File: config.mk
export PLATFORM = sky130hd
export DESIGN_NAME = mc_control
export DESIGN_NICKNAME = d
export VERILOG_FILES = /design/src/rtl/mc_control.sv
export SDC_FILE = /design/constraint.sdc
export NUM_CORES = 1
export LEC_CHECK = 0
export ABC_AREA = 1
export CORE_MARGIN = 3
export CORE_UTILIZATION = 40
export CTS_CLUSTER_SIZE = 16
export DETAILED_ROUTE_END_ITERATION = 8
export PLACE_DENSITY_LB_ADDON = 0.15
export SYNTH_ARGS = -nofsm -noshare
export SYNTH_HDL_FRONTEND = slang
export SYNTH_SLANG_ARGS = --single-unit
export TNS_END_PERCENT = 100
File: constraint.sdc
create_clock -name clk -period 1.6 [get_ports clk]
set_input_delay 0.24 -clock clk [delete_from_list [all_inputs] [get_ports clk]]
set_output_delay 0.24 -clock clk [all_outputs]
set_load 0.02 [all_outputs]
File: src/rtl/mc_control.sv
// mc_control: multicycle main controller for the MIPS core.
// Sequences fetch, decode, execute, memory and writeback over several cycles,
// sharing one memory port and one ALU. Traps illegal opcodes and memory
// timeouts (sticky fault) and counts retired instructions.
//
// Ports:
//   clk, rst              clock, synchronous active-high reset
//   opcode, funct         IR[31:26], IR[5:0]
//   alu_zero, mem_ready   ALU zero flag, memory access completes this cycle
//   pc_write .. reg_write datapath enables (forced low while rst is high)
//   iord                  memory address select (0 PC, 1 ALUOut)
//   reg_dst, mem_to_reg, ext_op, jal_en, lui_en   writeback/extension controls
//   alu_src_a, alu_src_b, alu_op, pc_source       datapath muxes and ALU op
//   fault, fault_code     sticky fault flag and cause (01 illegal, 10 timeout)
//   retired               completed-instruction counter
module mc_control #(
  parameter int unsigned TIMEOUT = 16,
  parameter int unsigned CNT_W   = 32
) (
  input  logic             clk,
  input  logic             rst,
  input  logic [5:0]       opcode,
  input  logic [5:0]       funct,
  input  logic             alu_zero,
  input  logic             mem_ready,
  output logic             pc_write,
  output logic             ir_write,
  output logic             mem_read,
  output logic             mem_write,
  output logic             reg_write,
  output logic             iord,
  output logic             reg_dst,
  output logic             mem_to_reg,
  output logic             ext_op,
  output logic             jal_en,
  output logic             lui_en,
  output logic             alu_src_a,
  output logic [1:0]       alu_src_b,
  output logic [2:0]       alu_op,
  output logic [1:0]       pc_source,
  output logic             fault,
  output logic [1:0]       fault_code,
  output logic [CNT_W-1:0] retired
);

  localparam int unsigned WaitW = (TIMEOUT < 2) ? 1 : $clog2(TIMEOUT + 1);

  localparam logic [5:0] OpRtype = 6'b000000;
  localparam logic [5:0] OpLw    = 6'b100011;
  localparam logic [5:0] OpSw    = 6'b101011;
  localparam logic [5:0] OpBeq   = 6'b000100;
  localparam logic [5:0] OpBne   = 6'b000101;
  localparam logic [5:0] OpJ     = 6'b000010;
  localparam logic [5:0] OpJal   = 6'b000011;
  localparam logic [5:0] OpAddi  = 6'b001000;
  localparam logic [5:0] OpSlti  = 6'b001010;
  localparam logic [5:0] OpSltiu = 6'b001011;
  localparam logic [5:0] OpAndi  = 6'b001100;
  localparam logic [5:0] OpOri   = 6'b001101;
  localparam logic [5:0] OpXori  = 6'b001110;
  localparam logic [5:0] OpLui   = 6'b001111;
  localparam logic [5:0] FnJr    = 6'b001000;

  typedef enum logic [3:0] {
    StFetch, StDecode, StMemAddr, StMemRd, StMemWb, StMemWr, StExr, StRwb,
    StExi, StIwb, StBr, StJmp, StJals, StJrs, StFault
  } state_e;

  state_e             state_q;
  logic [WaitW-1:0]   wait_q;
  logic [CNT_W-1:0]   retired_q;
  logic               fault_q;
  logic [1:0]         fault_code_q;
  logic               mem_state;
  logic               timeout_hit;
  logic               retire;

  assign mem_state = (state_q == StFetch) || (state_q == StMemRd) || (state_q == StMemWr);
  // The counter holds the number of cycles already waited; ready in the
  // cycle where it equals TIMEOUT still completes the access.
  assign timeout_hit = (TIMEOUT != 0) && mem_state && !mem_ready &&
                       (wait_q == WaitW'(TIMEOUT));
  assign retire = (state_q == StMemWb) || (state_q == StRwb) || (state_q == StIwb) ||
                  (state_q == StBr) || (state_q == StJmp) || (state_q == StJals) ||
                  (state_q == StJrs) || ((state_q == StMemWr) && mem_ready);

  assign fault      = fault_q;
  assign fault_code = fault_code_q;
  assign retired    = retired_q;

  always_ff @(posedge clk) begin
    if (rst) begin
      state_q      <= StFetch;
      wait_q       <= '0;
      retired_q    <= '0;
      fault_q      <= 1'b0;
      fault_code_q <= 2'b00;
    end else begin
      if (retire) retired_q <= retired_q + CNT_W'(1);
      // Any state change clears the counter, so each memory state starts at 0.
      if (mem_state && !mem_ready) wait_q <= wait_q + WaitW'(1);
      else                         wait_q <= '0;
      if (timeout_hit) begin
        state_q      <= StFault;
        fault_q      <= 1'b1;
        fault_code_q <= 2'b10;
      end else begin
        unique case (state_q)
          StFetch:   if (mem_ready) state_q <= StDecode;
          StDecode: begin
            case (opcode)
              OpRtype:      state_q <= (funct == FnJr) ? StJrs : StExr;
              OpLw, OpSw:   state_q <= StMemAddr;
              OpBeq, OpBne: state_q <= StBr;
              OpJ:          state_q <= StJmp;
              OpJal:        state_q <= StJals;
              OpAddi, OpSlti, OpSltiu, OpAndi, OpOri, OpXori, OpLui: state_q <= StExi;
              default: begin
                state_q      <= StFault;
                fault_q      <= 1'b1;
                fault_code_q <= 2'b01;
              end
            endcase
          end
          StMemAddr: state_q <= (opcode == OpLw) ? StMemRd : StMemWr;
          StMemRd:   if (mem_ready) state_q <= StMemWb;
          StMemWr:   if (mem_ready) state_q <= StFetch;
          StExr:     state_q <= StRwb;
          StExi:     state_q <= StIwb;
          StMemWb, StRwb, StIwb, StBr, StJmp, StJals, StJrs: state_q <= StFetch;
          StFault:   state_q <= StFault;
          default:   state_q <= StFetch;
        endcase
      end
    end
  end

  always_comb begin
    pc_write   = 1'b0;
    ir_write   = 1'b0;
    mem_read   = 1'b0;
    mem_write  = 1'b0;
    reg_write  = 1'b0;
    iord       = 1'b0;
    reg_dst    = 1'b0;
    mem_to_reg = 1'b0;
    ext_op     = 1'b1;
    jal_en     = 1'b0;
    lui_en     = 1'b0;
    alu_src_a  = 1'b0;
    alu_src_b  = 2'b00;
    alu_op     = 3'b000;
    pc_source  = 2'b00;
    unique case (state_q)
      StFetch: begin
        mem_read  = 1'b1;
        alu_src_b = 2'b01;
        ir_write  = mem_ready;
        pc_write  = mem_ready;
      end
      StDecode:  alu_src_b = 2'b11;
      StMemAddr: begin
        alu_src_a = 1'b1;
        alu_src_b = 2'b10;
      end
      StMemRd: begin
        iord     = 1'b1;
        mem_read = 1'b1;
      end
      StMemWb: begin
        reg_write  = 1'b1;
        mem_to_reg = 1'b1;
      end
      StMemWr: begin
        iord      = 1'b1;
        mem_write = 1'b1;
      end
      StExr: begin
        alu_src_a = 1'b1;
        alu_op    = 3'b010;
      end
      StRwb: begin
        reg_write = 1'b1;
        reg_dst   = 1'b1;
      end
      StExi: begin
        alu_src_a = 1'b1;
        alu_src_b = 2'b10;
        case (opcode)
          OpSlti:  alu_op = 3'b110;
          OpSltiu: alu_op = 3'b111;
          OpAndi: begin
            alu_op = 3'b011;
            ext_op = 1'b0;
          end
          OpOri: begin
            alu_op = 3'b100;
            ext_op = 1'b0;
          end
          OpXori: begin
            alu_op = 3'b101;
            ext_op = 1'b0;
          end
          OpLui:   lui_en = 1'b1;
          default: alu_op = 3'b000;
        endcase
      end
      StIwb: begin
        reg_write = 1'b1;
        lui_en    = (opcode == OpLui);
      end
      StBr: begin
        alu_src_a = 1'b1;
        alu_op    = 3'b001;
        pc_source = 2'b01;
        pc_write  = (opcode == OpBeq) ? alu_zero : !alu_zero;
      end
      StJmp: begin
        pc_write  = 1'b1;
        pc_source = 2'b10;
      end
      StJals: begin
        pc_write  = 1'b1;
        pc_source = 2'b10;
        reg_write = 1'b1;
        jal_en    = 1'b1;
      end
      StJrs: begin
        pc_write  = 1'b1;
        pc_source = 2'b11;
      end
      default: ;
    endcase
    if (rst) begin
      pc_write  = 1'b0;
      ir_write  = 1'b0;
      mem_read  = 1'b0;
      mem_write = 1'b0;
      reg_write = 1'b0;
    end
  end

endmodule

Word level (Yosys, flattened, before mapping)
Cells that the tools add are included.
{ "totals": {"register_bits": 44, "inputBits": 16, "output_inout_bits": 54, "wordCells": 120} }
{ "op_classes": {"n_addsub": 2, "eq_ne": 36, "n_mux": 38, "bitwise": 2, "reduce_logical": 35} }
{ "ops": {"columns": ["operator", "count"], "rows": [
  ["6-bit by 4-bit equality test with 1-bit output, second input constant", 8],
  ["32-bit by 1-bit adder with 32-bit output, second input constant", 1],
  ["4-bit one-hot mux with 8 select lines", 1],
  ["4-bit equality test, second input constant", 7],
  ["4-bit one-hot mux with 6 select lines", 1],
  ["1-bit two-way mux", 21],
  ["4-bit two-way mux", 5],
  ["4-bit by 3-bit equality test with 1-bit output, second input constant", 4],
  ["2-bit OR reduction", 8],
  ["3-bit one-hot mux with 5 select lines", 1],
  ["14-bit OR reduction", 1],
  ["6-bit by 2-bit equality test with 1-bit output, second input constant", 2],
  ["6-bit by 3-bit equality test with 1-bit output, second input constant", 2],
  ["6-bit equality test, second input constant", 2],
  ["2-bit one-hot mux with 3 select lines", 2],
  ["1-bit logical OR", 9],
  ["3-bit != test, second input constant", 3],
  ["3-bit one-hot mux with 3 select lines", 1],
  ["4-bit by 2-bit equality test with 1-bit output, second input constant", 2],
  ["4-bit OR reduction", 2],
  ["7-bit OR reduction", 1],
  ["6-bit logical NOT", 1],
  ["2-bit two-way mux", 3],
  ["2-bit != test, second input constant", 3],
  ["15 further kinds", 22]
]} }

Logic depth before layout (Yosys ltp)
Gate-level depths: netlist (run 1).
{ "logic_depth": {"depth_word": 8, "mapped_depth": 12, "depth_no_buf": 11} }

Least setup slack after synthesis (run 1)
Ideal clock, no wire load.
{ "synth_path": {"path_kind": "reg2reg", "start": "register retired_q[0], in the netlist retired[0]", "end": "register retired_q[22], in the netlist retired[22]", "setup_ns": 0.071, "t_arrival_ns": 1.651, "path_slack_ns": -0.122, "path_stages_with_launch": 9, "n_path_buf": 0, "cell_sequence": "dfxtp_1 ha_1 inv_1 nor2_2 nand2_1 nor3_1 xor2_1 nand2_1 a21oi_2"} }
{ "synth_via": {"elab_chain_cells": 1} }
{ "synth_lines": {"columns": ["item", "line", "source"], "rows": [
  ["from (decl)", "71", "logic [CNT_W-1:0] retired_q;"],
  ["from (signal assigned)", "99", "if (retire) retired_q <= retired_q + CNT_W'(1);"],
  ["32-bit by 1-bit adder with 32-bit output", "99", null]
]} }
No other way between the ends.
A chain may end at the register's enable or synchronous reset.

Worst setup path in the final report (run 1)
{ "layout_path": {"start": "register state_q[3]", "end": "output pc_write"} }
{ "layout_via": {"elab_chain_cells": 4} }
{ "layout_lines": {"columns": ["item", "line", "source"], "rows": [
  ["from (decl)", "69", "state_e state_q;"],
  ["from (signal assigned)", "93", "state_q <= StFetch;"],
  ["from (signal assigned)", "104", "state_q <= StFault;"],
  ["from (signal assigned)", "109", "StFetch: if (mem_ready) state_q <= StDecode;"],
  ["4-bit equality test", "154", "unique case (state_q)"],
  ["3-bit OR reduction (no source line)", null, null],
  ["1-bit one-hot mux with 3 select lines *", "154", null],
  ["1-bit two-way mux *", "234", "if (rst) begin"],
  ["to (decl)", "26", "output logic pc_write,"]
]} }
Mark *: on every way between the ends. The rest lies on a longest branch, timed or not.

==> results of run 1 <==
==> synth_stat cells <==
| master | count |
|---|---|
| nand2_1 | 116 |
| nor2_1 | 75 |
| inv_1 | 53 |
| dfxtp_1 | 44 |
| a21oi_1 | 26 |
| nand3_1 | 21 |
| nor3_1 | 19 |
| nand2_2 | 15 |
| xor2_1 | 15 |
| a21oi_2 | 14 |
| nor2_2 | 11 |
| o21ai_0 | 11 |
| o21ai_1 | 6 |
| a31oi_1 | 5 |
| clkbuf_1 | 5 |
| inv_2 | 5 |
| xnor2_1 | 5 |
| nand4_1 | 4 |
| buf_6 | 3 |
| ha_1 | 3 |
| nand3b_1 | 3 |
| nor3_2 | 3 |
| o22ai_1 | 3 |
| buf_4 | 2 |
| nand3_2 | 2 |
| a211oi_1 | 1 |
| a21boi_0 | 1 |
| and3_1 | 1 |
| buf_8 | 1 |
| inv_6 | 1 |
| nand2_4 | 1 |
| nor3b_1 | 1 |
| nor4_1 | 1 |
| o211a_1 | 1 |
| o211ai_1 | 1 |
| o21ai_2 | 1 |
| or2_2 | 1 |
==> routing by layer <==
metal	vias up	part of all wire, %
met5	-	0
met4	0	3.0
met3	26	3.9
met2	96	55
met1	1750	38
li1	1850	-
==> logic make-up after synthesis <==
| group | share of synthesized area, % |
|---|---|
| AO/OA/AOI/OAI | 14.1 |
| XOR/XNOR | 5.75 |
| adder cells (fa/ha/maj) | 1.23 |
| buffers and inverters | 10.1 |
| flip-flops | 28.9 |
| AND/OR/NAND/NOR | 39.9 |
==> power breakdown <==
part	switching (mW)	internal, mW	total, mW
Clock	0.436	0.471	0.907
Sequential	0.0973	1.20	1.30
Combinational	2.11	1.58	3.69
Total	2.64	3.26	5.90
==> flip-flops by register name, indices dropped and copies added, names as in the netlist <==
signal and count:
retired 32, wait_q 5, state_q 4, fault_code 2
fault 1
==> what timing repair did <==
item,in CTS,in global routing
gates resized for setup,166,179
pin swaps,13,38
gates cloned,3,1
setup buffers,9,7
setup endpoints to repair,80,66
endpoints found under the hold margin,0,0
==> per-stage QoR <==
step                hold WS [ps]  setup WS [ps]  util, %  cells
CTS                          461           -156     63.4    733
detailed placement           444           -729     59.6    714
global placement             443           -729     59.6    714
floorplan                    430           5.61        -    481
finish                       459           -141     72.2    739
global route                 483           -231     72.2    739
==> worst max-delay path, delay by kind of cell (launching register included) <==
kind                   cells  cell delay [ps]
AO/OA/AOI/OAI              3              350
buffers and inverters      3              280
flip-flops                 1              360
AND/OR/NAND/NOR            2              210
==> cell type report <==
type | instances | area (sq um) | area share (%)
Clock buffer | 5 | 68.8 | 1.30
Clock inverter | 3 | 46.3 | 0.875
Inverter | 59 | 248 | 4.68
Multi-Input combinational cell | 367 | 2430 | 45.9
Sequential cell | 44 | 902 | 17.0
Tap cell | 99 | 124 | 2.34
Timing Repair Buffer | 159 | 1430 | 26.9
Timing Repair inverter | 3 | 48.8 | 0.922
==> worst max-delay path by stage <==
stage	from	to	depth (start not counted)
floorplan	retired[0]$_SDFFE_PP0P_	retired[22]$_SDFFE_PP0P_	8
global placement	opcode[5]	pc_write	9
detailed placement	opcode[5]	pc_write	9
CTS	state_q[3]$_SDFFE_PP0P_	pc_write	8
global route	state_q[3]$_SDFFE_PP0P_	pc_write	8
finish	state_q[3]$_SDFFE_PP0P_	pc_write	8
==> results by group, run 1 <==
Floorplan
  – Row count: 31
  – I/O pin total: 70
  – Initial Util: 41.6%
  – Die area: 0.00870 sq mm
  – Die H: 93.3 microns
  – Chip width: 93.3 microns
  – Core Area: 0.00733 sq mm

Synth
  – Mapped Avg Cell Area: 6.33 sq um
  – Gate Count Post-Synth: 481
  – Area contributors post-synth: dfxtp_1, nand2_1, nor2_1, inv_1, xor2_1
  – Synthesized cell area: 0.00305 sq mm
  – Yosys warns: 0
  – Post-synthesis cell type count: 37
  – Area share of the largest cell type after synthesis: 28.9%
  – Leading area contributor after synthesis: dfxtp_1
  – Post-Syn Nets: 500
  – #FFs+latches synth: 44
  – Seq/Total Area, Yosys: 28.9%

Cells and area
  – Layout cells sized above 1: 45.5%
  – Syn-to-layout area delta: 73.7%
  – Design area: 0.00529 sq mm
  – Filler Cells Inserted: 615
  – Commonest non-fill, non-tap cell in the layout: buf_4
  – Most frequent cells in the layout: buf_4, nand2_1, nor2_1
  – Final Net Count: 658
  – Antenna diodes: 0

STA
  – RSZ-0062 raised after global routing: true
  – Final Skew: 5.39 ps
  – Worst Setup Slack, final: -141 ps
  – Slew headroom: 67.0%
  – Final hold violation count: 0
  – Worst-Margin Slew: 494 ps
  – Tmin final: 1740 ps
  – Final-report setup violation count: 42
  – Tcrit/Tclk final: 109%
  – Setup total negative slack: -2960 ps
  – Max Slew Vio Count: 0
  – Fmax: 574 MHz

Clock tree
  – Clk slew on worst S/H paths: 90 ps
  – Clk buf depth: 2
  – Clock sinks: 44
  – Htree depth: 2
  – Cts bufs inserted: 5
  – Skew-Pair Late Insertion Delay: 310 ps
  – Hold Buf Count CTS: 0
  – CTS Root Cell: clkbuf_8
  – CTS tree: yes

Worst setup path
  – Kind of critical path: reg -> out
  – Reg-to-reg critical path startpoint: state_q[1]$_SDFFE_PP0P_
  – CP cell instances: inv_2 > nor2_4 > inv_4 > nor2_4 > a21boi_2 > o21ai_1 > a31oi_1 > buf_4
  – Reg2reg setup slack: -120 ps
  – Slowest cell on crit path: dfxtp_2
  – Most used cell, CP: nor2_4
  – Worst EP required: 1360 ps
  – R2R Path End: retired[6]$_SDFFE_PP0P_
  – Crit start category: flip-flop
  – Worst reg2reg path depth: 13
  – CP arrival: 1500 ps
  – Slowest stage delay, CP: 360 ps
  – CP Max Fanout: 4
  – Worst setup EP type: output pin

Worst hold path
  – Worst min path class: reg -> reg
  – Worst Hold End: fault_code[0]$_SDFFE_PP0P_
  – Min-delay src: fault_code[0]$_SDFFE_PP0P_
  – Hold path depth: 2

GRT
  – Most Used Layer, Global Route: met2
  – Largest net degree at the start of global routing: 17
  – First-pass GRT wire length: 16,300 microns
  – Vias in the first global route: 3,549
  – Met2 usage: 44.3%
  – Met3 usage: 3.46%
  – Final global-route overflow total: 0
  – Met1 Track Usage GR: 25.7%
  – GRT Total Usage: 23.3%
  – Initial antenna violation count: 0

Detailed routing
  – DR WL/cell: 14.5 microns
  – Vias per cell: 5.04
  – Iter 0 DRT Violations: 137
  – Vias: 3,722
  – Number of detailed-route iterations in the first pass: 4
  – DRC violations left: 0
  – Final wirelength: 10,700 microns
  – Final antenna-violating net count: 0

Place
  – I/O Buffers: 69
  – HPWL Detailed: 7440 microns
  – Gp weighted congestion: 0.961
  – Post-placement cell area: 0.00437 sq mm

Outcome
  – Failing checks: setup timing
  – Status: finished with violations

Pwr
  – Power Density: 1110 mW/mm^2
  – Power consumption: 5.90 mW
  – VDD IR-drop max: 0.916 mV
  – P_leak: 2.48 nW

Run
  – Max-Cap Viols: 0
Power figures use the tool's default switching activity.
==> run 2: changes to the inputs <==
--- a/config.mk
+++ b/config.mk
@@ -10,6 +10,7 @@
 export CORE_UTILIZATION = 40
 export CTS_CLUSTER_SIZE = 16
 export DETAILED_ROUTE_END_ITERATION = 8
+export MAX_ROUTING_LAYER = met4
 export PLACE_DENSITY_LB_ADDON = 0.15
 export SYNTH_ARGS = -nofsm -noshare
 export SYNTH_HDL_FRONTEND = slang
==> results by group, run 2 (same netlist as run 1, synthesis figures left out) <==
Outcome
  – Status: finished with violations
  – Failing checks: setup timing

Cells and area
  – Commonest non-fill, non-tap cell in the layout: nand2_1
  – Antenna diodes: 0
  – Max reg flops: 32
  – Syn-to-layout area delta: 58.9%
  – Layout Cells excl Fill: 734
  – Final Net Count: 653
  – Filler Cells Inserted: 648
  – Layout cells sized above 1: 35.3%
  – Most frequent cells in the layout: nand2_1, buf_4, nor2_1

Floorplan
  – Chip width: 93.3 microns
  – Die area: 0.00870 sq mm
  – Die H: 93.3 microns
  – I/O pin total: 70
  – Core Area: 0.00733 sq mm
  – Initial Util: 41.6%
  – Row count: 31

STA
  – Final-report setup violation count: 45
  – Worst Setup Slack, final: -147 ps
  – Slew headroom: 70.2%
  – Setup total negative slack: -3260 ps
  – Tmin final: 1750 ps
  – RSZ-0062 raised after global routing: true
  – Final Skew: 14.7 ps
  – Worst-Margin Slew: 447 ps
  – Tcrit/Tclk final: 109%
  – Fmax: 572 MHz
  – Final hold violation count: 0
  – Max Slew Vio Count: 0

Detailed routing
  – Final wirelength: 9920 microns
  – Vias per cell: 4.97
  – Final antenna-violating net count: 0
  – DR WL/cell: 13.5 microns
  – Vias: 3,645
  – Number of detailed-route iterations in the first pass: 4
  – Iter 0 DRT Violations: 151
  – DRC violations left: 0

GRT
  – First-pass GRT wire length: 16,100 microns
  – Initial antenna violation count: 0
  – Vias in the first global route: 3,546
  – Largest net degree at the start of global routing: 28
  – Final global-route overflow total: 0
  – GRT Total Usage: 23.6%

Pwr
  – Power consumption: 5.24 mW
  – Power Density: 1080 mW/mm^2
  – P_leak: 2.21 nW
  – VDD IR-drop max: 1.05 mV

Worst setup path
  – Worst path bufs/invs: 3
  – Most used cell, CP: buf_4
  – CP arrival: 1510 ps
  – Kind of critical path: reg -> out
  – Worst setup EP type: output pin
  – Crit start category: flip-flop
  – CP cell instances: buf_4 > nand2_1 > o21ai_2 > buf_4 > clkdlybuf4s15_2
  – Worst reg2reg path depth: 12
  – R2R Path End: retired[11]$_SDFFE_PP0P_
  – Worst EP required: 1360 ps
  – Reg2reg setup slack: -140 ps
  – CP Max Fanout: 4
  – Slowest cell on crit path: dfxtp_2
  – CP top delay family: buffers and inverters
  – Slowest stage delay, CP: 360 ps
  – Reg-to-reg critical path startpoint: state_q[3]$_SDFFE_PP0P_

Clock tree
  – Skew-Pair Late Insertion Delay: 310 ps
  – CTS Root Cell: clkbuf_8
  – Clock sinks: 44
  – Cts bufs inserted: 5
  – Hold Buf Count CTS: 0
  – Clk buf depth: 2
  – CTS tree: yes
  – Htree depth: 2
  – Clk slew on worst S/H paths: 90 ps

Run
  – Max-Cap Viols: 0

Place
  – Gp weighted congestion: 0.956
  – I/O Buffers: 69
  – HPWL Detailed: 7480 microns
  – Dpl cells: 717

Worst hold path
  – Worst Hold End: fault_code[0]$_SDFFE_PP0P_
  – Worst min path class: reg -> reg
  – Min-delay src: fault_code[0]$_SDFFE_PP0P_
  – Hold path depth: 2
run 2: metrics by stage:
stage                     worst slack, ps  util [%]  instance area [sq um]  hold slack [ps]
final                                -147      66.0                   4840              455
after CTS                            -147      64.0                   4690              464
after global placement               -737      59.7                   4380              442
after floorplan                      5.61         -                   3050              430
after detailed placement             -761      59.7                   4380              449
after global routing                 -256      66.0                   4840              481
run 2: what timing repair did:
item / CTS / global route
gates cloned: 2 / 0
buffers inserted: 5 / 4
endpoints found under the setup margin: 76 / 65
pin swaps: 15 / 12
resized for setup: 184 / 47
run 2: cell type report:
type	count	area (sq um)	share of cell area (%)
multi-input cells	367	2070	42.7
well taps	99	124	2.56
clock buffers	6	72.6	1.50
inverters	59	244	5.04
clock inverters	2	35.0	0.724
flip-flops and latches	44	897	18.5
repair buffers	157	1400	28.9
run 2: worst max path at each step:
| stage | start | to | slack [ps] | cells past startpoint |
|---|---|---|---|---|
| after floorplan | retired[0]$_SDFFE_PP0P_ | retired[22]$_SDFFE_PP0P_ | 6 | 8 |
| after global placement | opcode[5] | pc_write | -740 | 9 |
| after detailed placement | opcode[5] | pc_write | -760 | 9 |
| after CTS | state_q[3]$_SDFFE_PP0P_ | pc_write | -150 | 8 |
| after global routing | state_q[3]$_SDFFE_PP0P_ | pc_write | -260 | 8 |
| final | state_q[3]$_SDFFE_PP0P_ | pc_source[1] | -150 | 5 |
run 2: per-layer routing:
layer | vias to the layer above | track usage (%) | part of all wire, %
met4 | 0 | 7.45 | 3.0
met2 | 92 | 44.0 | 53
li1 | 1845 | - | -
met5 | - | - | 0
met3 | 29 | 3.22 | 3.2
met1 | 1679 | 25.9 | 41
run 2: worst min-delay path: cells and delay by family, from the launching register on:
kind	cells	cell delay, ps
AOI/OAI and AO/OA	1	60
buffers and inverters	1	50
DFF	1	310
run 2: report_power, final:
group,leakage [nW],switching (mW),internal [mW]
clock,0.0552,0.405,0.464
combinational,1.79,1.65,1.43
sequential,0.359,0.0947,1.20
total,2.21,2.15,3.09
